--- src/rtl/filter_pad_pkg.sv ---
// Shared types and constants for the zero-padding frame sequencer.
package filter_pad_pkg;

  typedef enum logic [2:0] {
    S_IDLE,
    S_TOP,
    S_LEFT,
    S_DATA,
    S_RIGHT,
    S_BOTTOM,
    S_DRAIN
  } pad_state_t;

  typedef struct packed {
    int unsigned b;
    int unsigned pw;
    int unsigned total;
    int unsigned drain;
  } pad_dims_t;

  localparam logic [23:0] PAD_PIXEL = 24'h0;

  function automatic pad_dims_t pad_dims(input int unsigned w, input int unsigned h,
                                         input int unsigned k);
    pad_dims_t d;
    d.b     = (k - 1) / 2;
    d.pw    = w + 2 * d.b;
    d.total = (h + 2 * d.b) * d.pw;
    d.drain = d.b * d.pw + d.b;
    return d;
  endfunction

endpackage

--- src/rtl/filter_pad_ctrl.sv ---
// Wraps the demosaic pixel stream in a B-pixel zero border for the kernel filter,
// then flushes the filter pipeline. Optional flush phase: FILTER_PAD_DRAIN_EN.
module filter_pad_ctrl
  import filter_pad_pkg::*;
#(
  parameter int unsigned width      = 320,
  parameter int unsigned height     = 240,
  parameter int unsigned kernelSize = 3
) (
  input  logic        clk,
  input  logic        reset,
  input  logic        newFrame,
  input  logic        iValid,
  input  logic [23:0] iData,
  output logic        oReady,
  output logic        oValid,
  output logic [23:0] oData,
  output logic        oPipeEn,
  output logic        oBusy,
  output logic        oOverflow,
  output logic        oDone
);

  localparam pad_dims_t   DIMS    = pad_dims(width, height, kernelSize);
  localparam int unsigned B       = DIMS.b;
  localparam int unsigned PW      = DIMS.pw;
  localparam int unsigned COL_MAX = (B * PW > width) ? B * PW : width;
  localparam int unsigned COL_W   = $clog2(COL_MAX + 1);
  localparam int unsigned ROW_W   = $clog2(height + 1);

  localparam logic [COL_W-1:0] BAND_LAST = COL_W'(B * PW - 1);
  localparam logic [COL_W-1:0] SIDE_LAST = COL_W'(B - 1);
  localparam logic [COL_W-1:0] PIX_LAST  = COL_W'(width - 1);
  localparam logic [ROW_W-1:0] ROW_LAST  = ROW_W'(height - 1);

  pad_state_t        state_q, state_d;
  logic [COL_W-1:0]  col_q, col_d;
  logic [ROW_W-1:0]  row_q, row_d;
  logic              start_q, start_d;
  logic              valid_q, valid_d;
  logic [23:0]       data_q, data_d;
  logic              busy_q, busy_d;
  logic              ovf_q, ovf_d;
  logic              done_q, done_d;

`ifdef FILTER_PAD_DRAIN_EN
  localparam int unsigned      DRN   = DIMS.drain;
  localparam int unsigned      DRN_W = $clog2(DRN + 1);
  localparam logic [DRN_W-1:0] DRN_LAST = DRN_W'(DRN);

  logic [DRN_W-1:0]  drain_q, drain_d;
  logic              pipe_q, pipe_d;
`else
  logic              pend_q, pend_d;
`endif

  // newFrame is registered and only accepted while idle (busy stays high through
  // the done cycle, so a request coincident with oDone is dropped).
  assign start_d = newFrame & ~busy_q;
  assign oReady  = (state_q == S_DATA);
  assign ovf_d   = iValid & (state_q != S_DATA);

  always_comb begin
    state_d = state_q;
    col_d   = col_q;
    row_d   = row_q;
    valid_d = 1'b0;
    data_d  = PAD_PIXEL;
    done_d  = 1'b0;
`ifdef FILTER_PAD_DRAIN_EN
    drain_d = drain_q;
    pipe_d  = 1'b0;
`else
    pend_d  = 1'b0;
    done_d  = pend_q;
`endif

    case (state_q)
      S_IDLE: begin
        if (start_q) begin
          state_d = S_TOP;
          col_d   = '0;
          row_d   = '0;
`ifdef FILTER_PAD_DRAIN_EN
          drain_d = '0;
`endif
        end
      end

      S_TOP: begin
        valid_d = 1'b1;
        if (col_q == BAND_LAST) begin
          col_d   = '0;
          state_d = S_LEFT;
        end else begin
          col_d = col_q + 1'b1;
        end
      end

      S_LEFT: begin
        valid_d = 1'b1;
        if (col_q == SIDE_LAST) begin
          col_d   = '0;
          state_d = S_DATA;
        end else begin
          col_d = col_q + 1'b1;
        end
      end

      S_DATA: begin
        if (iValid) begin
          valid_d = 1'b1;
          data_d  = iData;
          if (col_q == PIX_LAST) begin
            col_d   = '0;
            state_d = S_RIGHT;
          end else begin
            col_d = col_q + 1'b1;
          end
        end
      end

      S_RIGHT: begin
        valid_d = 1'b1;
        if (col_q == SIDE_LAST) begin
          col_d = '0;
          if (row_q == ROW_LAST) begin
            state_d = S_BOTTOM;
          end else begin
            row_d   = row_q + 1'b1;
            state_d = S_LEFT;
          end
        end else begin
          col_d = col_q + 1'b1;
        end
      end

      S_BOTTOM: begin
        valid_d = 1'b1;
        if (col_q == BAND_LAST) begin
          col_d = '0;
`ifdef FILTER_PAD_DRAIN_EN
          drain_d = '0;
          state_d = S_DRAIN;
`else
          pend_d  = 1'b1;
          state_d = S_IDLE;
`endif
        end else begin
          col_d = col_q + 1'b1;
        end
      end

`ifdef FILTER_PAD_DRAIN_EN
      // Step 0 is the idle gap after the last pad pixel; steps 1..DRN enable the filter.
      S_DRAIN: begin
        pipe_d = (drain_q != '0);
        if (drain_q == DRN_LAST) begin
          done_d  = 1'b1;
          state_d = S_IDLE;
        end else begin
          drain_d = drain_q + 1'b1;
        end
      end
`endif

      default: state_d = S_IDLE;
    endcase
  end

`ifdef FILTER_PAD_DRAIN_EN
  assign busy_d = (state_q != S_IDLE);
`else
  assign busy_d = (state_q != S_IDLE) | pend_q;
`endif

  always_ff @(posedge clk or posedge reset) begin
    if (reset) begin
      state_q <= S_IDLE;
      col_q   <= '0;
      row_q   <= '0;
      start_q <= 1'b0;
      valid_q <= 1'b0;
      data_q  <= '0;
      busy_q  <= 1'b0;
      ovf_q   <= 1'b0;
      done_q  <= 1'b0;
    end else begin
      state_q <= state_d;
      col_q   <= col_d;
      row_q   <= row_d;
      start_q <= start_d;
      valid_q <= valid_d;
      data_q  <= data_d;
      busy_q  <= busy_d;
      ovf_q   <= ovf_d;
      done_q  <= done_d;
    end
  end

`ifdef FILTER_PAD_DRAIN_EN
  always_ff @(posedge clk or posedge reset) begin
    if (reset) begin
      drain_q <= '0;
      pipe_q  <= 1'b0;
    end else begin
      drain_q <= drain_d;
      pipe_q  <= pipe_d;
    end
  end

  assign oPipeEn = pipe_q;
`else
  always_ff @(posedge clk or posedge reset) begin
    if (reset) begin
      pend_q <= 1'b0;
    end else begin
      pend_q <= pend_d;
    end
  end

  assign oPipeEn = 1'b0;
`endif

  assign oValid    = valid_q;
  assign oData     = data_q;
  assign oBusy     = busy_q;
  assign oOverflow = ovf_q;
  assign oDone     = done_q;

endmodule

--- config.mk ---
export PLATFORM = sky130hd
export DESIGN_NAME = filter_pad_ctrl
export DESIGN_NICKNAME = d
export VERILOG_FILES = /design/src/rtl/filter_pad_pkg.sv /design/src/rtl/filter_pad_ctrl.sv
export SDC_FILE = /design/constraint.sdc
export NUM_CORES = 1
export LEC_CHECK = 0
export CORE_ASPECT_RATIO = 1.5
export CORE_MARGIN = 2
export CORE_UTILIZATION = 44
export DETAILED_ROUTE_END_ITERATION = 8
export PLACE_DENSITY = 0.8
export SYNTH_ARGS = -nofsm -noshare
export SYNTH_HDL_FRONTEND = slang
export SYNTH_SLANG_ARGS = --single-unit
--- constraint.sdc ---
create_clock -name clk -period 2.1 [get_ports clk]
set_clock_uncertainty 0.2 [all_clocks]
set_input_delay 0.525 -clock clk [delete_from_list [all_inputs] [get_ports clk]]
set_output_delay 0.525 -clock clk [all_outputs]
set_load 0.02 [all_outputs]
==> results of run 1 <==
## worst paths after layout
| path | to | depth (start not counted) | from |
|---|---|---|---|
| setup / recovery | state_q[2]$_DFFE_PP0P_ | 9 | col_q[1]$_DFFE_PP0P_ |
| hold reg to reg | oDone$_DFF_PP0_ | 0 | done_d$_DFF_PP0_ |
| setup reg to reg | state_q[2]$_DFFE_PP0P_ | 9 | col_q[1]$_DFFE_PP0P_ |
| min in group asynchronous | oData[11]$_DFF_PP0_ | 3 | reset |
| hold / removal | oDone$_DFF_PP0_ | 0 | done_d$_DFF_PP0_ |
| max in group asynchronous | col_q[2]$_DFFE_PP0P_ | 3 | reset |
## metrics by stage
step / utilization / power (µW) / setup TNS, ns / hold WS, ns
after global placement: 0.610 / 1560 / -1.39 / 0.153
after detailed placement: 0.610 / 1570 / -1.67 / 0.165
after CTS: 0.645 / 2300 / -0.331 / 0.176
after global routing: 0.652 / 2390 / -2.55 / 0.185
after floorplan: - / 1320 / 0 / 0.146
final: 0.652 / 2290 / -0.524 / 0.175
## critical path: stages, from the launching register on
cell	delay, ns
dfrtp_1	0.41
inv_2	0.08
ha_2	0.16
nor4b_4	0.27
buf_4	0.18
a2111oi_4	0.07
buf_4	0.15
or2_1	0.23
a21o_1	0.16
a32o_1	0.20
## per-layer routing
metal / track usage / part of all wire / vias to the layer above
li1: - / - / 876
met1: 0.225 / 0.39 / 900
met2: 0.343 / 0.56 / 30
met3: 0.0294 / 0.020 / 14
met4: 0.117 / 0.035 / 0
met5: 0 / 0 / -
## timing repair
item                                    4_1_cts  5_1_grt
pin swaps                                     3        4
endpoints found under the hold margin         0        0
endpoints found under the setup margin       12       19
resized for setup                             7        7
setup buffers                                 4        1
## power breakdown
group / leakage, µW / switching (µW) / internal (µW)
clock network: 0.0000618 / 330 / 392
logic: 0.000828 / 219 / 268
registers: 0.000636 / 51.7 / 1030
total: 0.00153 / 600 / 1690
## cell type report
cell class                 instances  share of cell area
tap                               68              0.0259
clock inverter                     2              0.0118
timing repair buffer              89               0.248
clock buffer                       6              0.0251
sequential                        50               0.381
multi-input combinational        129               0.297
inverter                          10              0.0114
## cells by family after synthesis
family                   count (synthesis)  share of synthesized area
AND/OR/NAND/NOR                         86                      0.245
buffers and inverters                   21                     0.0409
adder cells (fa/ha/maj)                  4                     0.0221
AO/OA/AOI/OAI                           31                      0.109
other                                    1                    0.00166
multiplexers                             1                    0.00497
XOR/XNOR                                 6                     0.0232
flip-flops                              50                      0.553
## cell usage in the layout, fill, tap and decap left out, types with 3 or more instances in the layout
cell type,n
buf_4,32
o21ai_1,5
ha_1,3
nor2_1,12
nand3_1,6
and3_1,27
o21ai_0,3
clkdlybuf4s50_1,55
clkbuf_8,6
nand2_1,7
nor3_2,3
xnor2_1,6
a22o_1,5
dfrtp_1,50
inv_1,8
nor3_1,6
nor2b_1,5
## state kept, by name, summed over array words and instances, names as in the netlist
signal,cells
oDone,1
oBusy,1
state_q,3
oData,24
start_q,1
done_d,1
col_q,9
row_q,8
oOverflow,1
oValid,1
==> flow_summary.json, run 1 <==
{
  "multi_input_area_um2": 977,
  "syn_inst": 200,
  "placed_cell_area_um2": 3080,
  "fin_nets": 317,
  "synth_seq_cells": 50,
  "hold_path.class": "reg -> reg",
  "rsz0062_at_grt": "yes",
  "drive_above_1_share": 0.231,
  "min_period_over_period": 1.05,
  "numPortBuffers": 56,
  "cp_max_fo": 3,
  "yosys.area.top_type": "dfrtp_1",
  "rrSetupSlack_ns": -0.1,
  "arrival_ns": 2.20,
  "setup_viol": 14,
  "async_flop_share": 1.00,
  "worst_slack_ns": -0.0983,
  "ant_nets": 0,
  "finalHoldViolations": 0,
  "antenna_found_initial": 0,
  "peakVddDrop_mv": 0.457,
  "syn_area_per_cell_um2": 11.3,
  "grt_pass1_vias": 1904,
  "detailed_place_hpwl_mm": 3.75,
  "grt-ovfl-total": 0,
  "vias_per_cell": 5.14,
  "diodes": 0,
  "core_um2": 5040,
  "synth_area_um2": 2260,
  "fp.dieArea_um2": 5750,
  "wl_per_cell_um": 14.8,
  "register_area_um2": 1250,
  "cts.path.max_buffers": 2,
  "fillers": 412,
  "die_h_um": 91.8,
  "dp.cells": 341,
  "synth_enable_flop_cells": 0,
  "grt_max_degree": 51,
  "startpoint_type": "flip-flop",
  "clock-root-buffer": "clkbuf_8",
  "synth_flop_cell": "dfrtp_1",
  "ys_top_cells_by_count": "dfrtp_1 (50), and3_1 (27), nor2_1 (13)",
  "remaining_drc_errors": 0,
  "dp_slack_ns": -0.216,
  "yosysSeqAreaShare": 0.553,
  "ios": 58,
  "numCtsBuffers": 5,
  "endpoint_kind": "flip-flop",
  "vias": 1820,
  "grt_pass1_wl_mm": 8.87,
  "ctsHoldBuffers": 0,
  "area_delta_synth_final_pct": 45.3,
  "status": "complete, but fails checks",
  "htree_levels": 2,
  "start_util": 0.449,
  "synthTopCellsByArea": "dfrtp_1 (55%), and3_1 (7.5%), xnor2_1 (2.3%)",
  "fin_cells": 354,
  "wl_mm": 5.25,
  "synth_nets": 232,
  "yosys_warnings": 0,
  "cts_tree": "done",
  "clk_latency_ns": 0.31,
  "fp.dieW_um": 62.6,
  "min_period_ns": 2.20,
  "path_clk_slew_ns": 0.09,
  "netlist-cell-type-count": 47,
  "cap_violations": 0,
  "crit_type": "reg -> reg",
  "firstDrtPassIters": 4,
  "finalInstanceArea_um2": 3290,
  "first_iter_violations": 104,
  "yosysTopAreaCellShare": 0.553,
  "slew_viol_final": 0,
  "cts.sinks": 50,
  "yosysMostFrequentCell": "dfrtp_1",
  "fp-row-count": 32,
  "fmaxAchievable_mhz": 455,
  "power_density_nw_per_um2": 697,
  "critical_path_required_ns": 2.10,
  "gp_congestion": 0.815,
  "p_leak_uw": 0.00153,
  "violations": "setup timing",
  "grt_usage": 0.196
}
Power figures use the tool's default switching activity.
==> run 2, diff against run 1 <==
--- a/config.mk
+++ b/config.mk
@@ -7,9 +7,9 @@
 export LEC_CHECK = 0
 export CORE_ASPECT_RATIO = 1.5
 export CORE_MARGIN = 2
-export CORE_UTILIZATION = 44
+export CORE_UTILIZATION = 27
 export DETAILED_ROUTE_END_ITERATION = 8
-export PLACE_DENSITY = 0.8
+export PLACE_DENSITY = 0.55
 export SYNTH_ARGS = -nofsm -noshare
 export SYNTH_HDL_FRONTEND = slang
 export SYNTH_SLANG_ARGS = --single-unit
==> run 2 against run 1 <==
Against the previous run:
- the run still ends with setup timing left
- sequential share of layout area down 3.0 points
- cell area increased by 8.4%
- global-route usage is 7.3 points lower
- critical endpoint is now col_q[6]$_DFFE_PP0P_
- largest cell class unchanged
==> flow_summary.json, run 2 (same netlist as run 1, synthesis figures left out) <==
{
  "status": "complete, but fails checks",
  "violations": "setup timing",
  "cts.path.max_buffers": 2,
  "critPathSlowestCell": "dfrtp_1",
  "crit_buf_inv": 3,
  "finalHoldViolations": 0,
  "ctsHoldBuffers": 0,
  "combinationalPowerShare": 0.229,
  "critical_path_required_ns": 2.08,
  "clk_latency_ns": 0.29,
  "worst_slack_ns": -0.117,
  "power.share.clock": 0.335,
  "rrSetupSlack_ns": -0.12,
  "grt-ovfl-total": 0,
  "firstDrtPassIters": 4,
  "cap_violations": 0,
  "fp-row-count": 40,
  "netSwitchingPower_uw": 659,
  "htree_levels": 2,
  "multi_input_area_um2": 1080,
  "start_util": 0.281,
  "hold_path_startpoint": "done_d$_DFF_PP0_",
  "fmaxAchievable_mhz": 451,
  "die_h_um": 116,
  "vias_per_cell": 4.70,
  "path_cells": "inv_2 > ha_4 > nor4b_4 > buf_4 > a2111oi_4 > a211oi_2 > buf_4 > nor2_4 > a22o_1",
  "power_density_nw_per_um2": 698,
  "total_power_uw": 2490,
  "fin_cells": 402,
  "grt_pass1_vias": 1806,
  "path_clk_slew_ns": 0.07,
  "fin_util": 0.443,
  "arrival_ns": 2.20,
  "cts_tree": "done",
  "dp_slack_ns": -0.239,
  "holdPathEnd": "oDone$_DFF_PP0_",
  "seqPwrFrac": 0.436,
  "core_um2": 8060,
  "slew_viol_final": 0,
  "slowest_delay_ns": 0.41,
  "power_switching_share": 0.265,
  "fillers": 754,
  "vias": 1889,
  "startpoint_type": "flip-flop",
  "crit_type": "reg -> reg",
  "wl_mm": 5.59,
  "numPortBuffers": 56,
  "gp_congestion": 0.795,
  "wl_per_cell_um": 13.9,
  "grt_max_degree": 28,
  "whs_path_depth": 0,
  "endpoint_kind": "flip-flop",
  "rsz0062_at_grt": "yes",
  "regToRegStartpoint": "col_q[0]$_DFFE_PP0P_",
  "fin_nets": 328,
  "peakVddDrop_mv": 0.365,
  "grt_usage": 0.123,
  "cpMostUsedCell": "buf_4",
  "largest_register_ffs": 24,
  "worstReg2RegEnd": "col_q[6]$_DFFE_PP0P_",
  "hold_path.class": "reg -> reg",
  "p_int_uw": 1830,
  "min_period_over_period": 1.06,
  "dp.cells": 382,
  "diodes": 0,
  "ios": 58,
  "ant_nets": 0,
  "cts.sinks": 50,
  "layout.cells.most_common": "clkdlybuf4s50_1",
  "min_period_ns": 2.22,
  "remaining_drc_errors": 0,
  "register_area_um2": 1250,
  "layout_common_cells": "clkdlybuf4s50_1 (55), dfrtp_1 (50), buf_4 (42)",
  "setup_viol": 15,
  "drive_above_1_share": 0.283,
  "numCtsBuffers": 5,
  "antenna_found_initial": 0,
  "clock-root-buffer": "clkbuf_16",
  "area_delta_synth_final_pct": 57.5,
  "detailed_place_hpwl_mm": 3.86,
  "fp.dieW_um": 78.8,
  "first_iter_violations": 84,
  "crit_family": "compound AO/OA/AOI/OAI gates",
  "grt_pass1_wl_mm": 8.80,
  "fp.dieArea_um2": 9150,
  "p_leak_uw": 0.00163,
  "reg2reg_depth": 9,
  "cp_max_fo": 5
}
[run 2: how the worst max path moves through the flow]
stage,start,end,slack [ns],cells after the start
finish,col_q[0]$_DFFE_PP0P_,col_q[6]$_DFFE_PP0P_,-0.12,9
global route,col_q[0]$_DFFE_PP0P_,col_q[6]$_DFFE_PP0P_,-0.23,9
detailed placement,iValid,col_q[7]$_DFFE_PP0P_,-0.24,6
global placement,iValid,col_q[6]$_DFFE_PP0P_,-0.22,6
CTS,col_q[1]$_DFFE_PP0P_,col_q[6]$_DFFE_PP0P_,-0.07,9
floorplan,state_q[1]$_DFFE_PP0P_,oReady,0.02,4
[run 2: through the flow]
stage	hold slack [ns]	area (µm²)	TNS [ns]
2_1_floorplan	0.146	2260	0
3_3_place_gp	0.155	3150	-1.79
3_5_place_dp	0.172	3150	-1.99
4_1_cts	0.189	3420	-0.658
5_1_grt	0.194	3570	-3.21
6_report	0.186	3570	-1.06
[run 2: power by group through the flow]
stage	clock [µW]	sequential, µW	combinational, µW
floorplan	0	1150	172
global placement	0	1100	476
detailed placement	0	1100	481
CTS	863	1090	545
global route	894	1090	618
finish	835	1080	570
[run 2: repair_timing]
item,CTS,global route
buffers inserted,8,5
pin swaps,10,7
endpoints found under the setup margin,16,20
gates resized for setup,12,19
[run 2: worst reg2reg max path: cells and delay by family, from the launching register on]
kind                       cells  cell delay, ns
buffers and inverters          3            0.47
adders and majority gates      1            0.12
and+or+nand+nor                2            0.30
AOI/OAI and AO/OA              3            0.60
DFF                            1            0.41
[run 2: layer usage]
| metal | up-vias | wire (µm) | track usage |
|---|---|---|---|
| met5 | - | 0 | 0 |
| li1 | 899 | - | - |
| met4 | 0 | 121 | 0.0538 |
| met1 | 940 | 2170 | 0.144 |
| met2 | 40 | 3070 | 0.217 |
| met3 | 10 | 220 | 0.0278 |
[run 2: final cells by class]
class                   instances  area share
flip-flops and latches         50       0.351
multi-input cells             129       0.304
repair buffers                100       0.254
clock buffers                   6      0.0389
well taps                     105      0.0368
inverters                      10      0.0105
clock inverters                 2     0.00491
==> variant: new RTL, flow settings as in run 2 <==
Re-encode `pad_state_t` (7 states) as Gray code, 3 bits wide.
--- a/src/rtl/filter_pad_pkg.sv
+++ b/src/rtl/filter_pad_pkg.sv
@@ -3,11 +3,11 @@
 
   typedef enum logic [2:0] {
-    S_IDLE,
-    S_TOP,
-    S_LEFT,
-    S_DATA,
-    S_RIGHT,
-    S_BOTTOM,
-    S_DRAIN
+    S_IDLE   = 3'b000,
+    S_TOP    = 3'b001,
+    S_LEFT   = 3'b011,
+    S_DATA   = 3'b010,
+    S_RIGHT  = 3'b110,
+    S_BOTTOM = 3'b111,
+    S_DRAIN  = 3'b101
   } pad_state_t;
 
Behaviour: no difference found for any inputs over 10 cycles, from zero or initial values and one cycle with reset high; not proved beyond that.
==> variant against run 2 <==
  * The flow still finishes with violations (setup timing)
  * Synthesized cell count up 0.50%
  * Clock power up 11%
  * First-iteration DRC count down 19%
  * Wire length down 1.9%
  * Power up 24%
  * Synthesized area is 2.9% lower
  * Design area decreased by 4.5%
  * Hold slack worse by 0.0018 ns
  * Die area shrank 2.8%
  * Worst setup slack got worse by 0.099 ns
  * Sequential cell count stayed put
  * Utilization shrank 1.5 points
  * Largest power group unchanged
==> variant: results (changes against run 2) <==
wire length of the first global-routing pass 9363 um (was 8804 um); slowest cell on the critical path or4b_4 (was dfrtp_1); Layout fillers 774 (was 754); peak fanout along the critical path 6 (was 5); Placed Cells 391 (was 382); failing checks setup timing (unchanged); Met2 Wirelength 3084 um (was 3068 um); die area 0.008890 mm^2 (was 0.009146 mm^2); Leak Pwr 1.599 nW (was 1.634 nW); top cells by area, synth dfrtp_1 (57%), and3_1 (7.7%), nor2_1 (2.9%) (was dfrtp_1 (55%), and3_1 (7.5%), xnor2_1 (2.3%)); I/O Buffers 56 (unchanged); TNS Setup -2.976 ns (was -1.065 ns); dpl cell area 0.003156 mm^2 (was 0.003153 mm^2); Final WS setup -0.2154 ns (was -0.1165 ns); Non-Filler Instances 407 (was 402); r2r endpoint row_q[5] (was col_q[6]); final net count 333 (was 328); Multi-In Gates 133 (was 129); Synth cell types 40 (was 47); clock-cell share of area 0.04960 (was 0.04386); GR Util met1 0.1384 (was 0.1438); share of layout cells above drive strength 1 0.2351 (was 0.2828); DR iter-0 viols 68 (was 84); status finished with violations (unchanged); Register-to-Register Path Depth 8 (was 9); Post-CTS Setup Inserts 4 (was 8); Signal buf overhead 0.2682 (was 0.2540); Num CTS Buffers 5 (unchanged); clk slew on worst S/H paths 0.07 ns (about the same); Mapped Nets 233 (was 232); worst hold margin 0.1846 ns (was 0.1864 ns); grt met2 use 0.2534 (was 0.2165); met3 Use GR 0.03233 (was 0.02782); Detail Placement HPWL 3985 um (was 3861 um); max incr delay on CP 0.49 ns (was 0.41 ns); vias in the first global route 1963 (was 1806); CTS resizes 8 (was 12); gr usage total 0.1331 (was 0.1233); CP top delay family simple AND/OR/NAND/NOR gates (was compound AO/OA/AOI/OAI gates); worst slack, placed -0.2595 ns (was -0.2395 ns); top cells by count, synth dfrtp_1 (50), and3_1 (27), nor2_1 (17) (was dfrtp_1 (50), and3_1 (27), nor2_1 (13)); cell count after synthesis 201 (was 200); met3 routed wirelength 241 um (was 220 um); nonclk buf count 101 (was 100); endpoints failing setup 19 (was 15); gpl congestion 0.8007 (was 0.7947)
-- variant: cell count changes in the layout (fill, tap and decap cells not counted), sizes merged, moves of 5 or more --
cell	before	now
a22o	5	0
a31oi	1	7
nand2	7	16
nor3	9	1
xnor2	6	1
xor2	0	7
-- variant: cell families after synthesis --
family	Yosys count	share of synthesized area
fa+ha+maj	4	0.02278
xor+xnor	8	0.03189
simple gates	84	0.2113
mux	2	0.009112
buf+inv	18	0.03360
other cells	1	0.001707
compound gates	34	0.1202
flops	50	0.5695
-- variant: power by group --
group	internal (W)	switching, W
clock network	0.000564	0.000366
registers	0.00104	0.0000528
logic	0.000539	0.000531
-- variant: how the worst max path moves through the flow --
stage               slack [ns]  cells after the start          to     start
CTS                      -0.21                      8    row_q[5]  col_q[0]
detailed placement       -0.26                      8    row_q[5]  col_q[0]
finish                   -0.22                      8    row_q[5]  col_q[1]
global route             -0.31                      8    row_q[5]  col_q[0]
floorplan               -0.003                      7  state_q[2]  col_q[0]
global placement         -0.17                      8    row_q[5]  col_q[0]
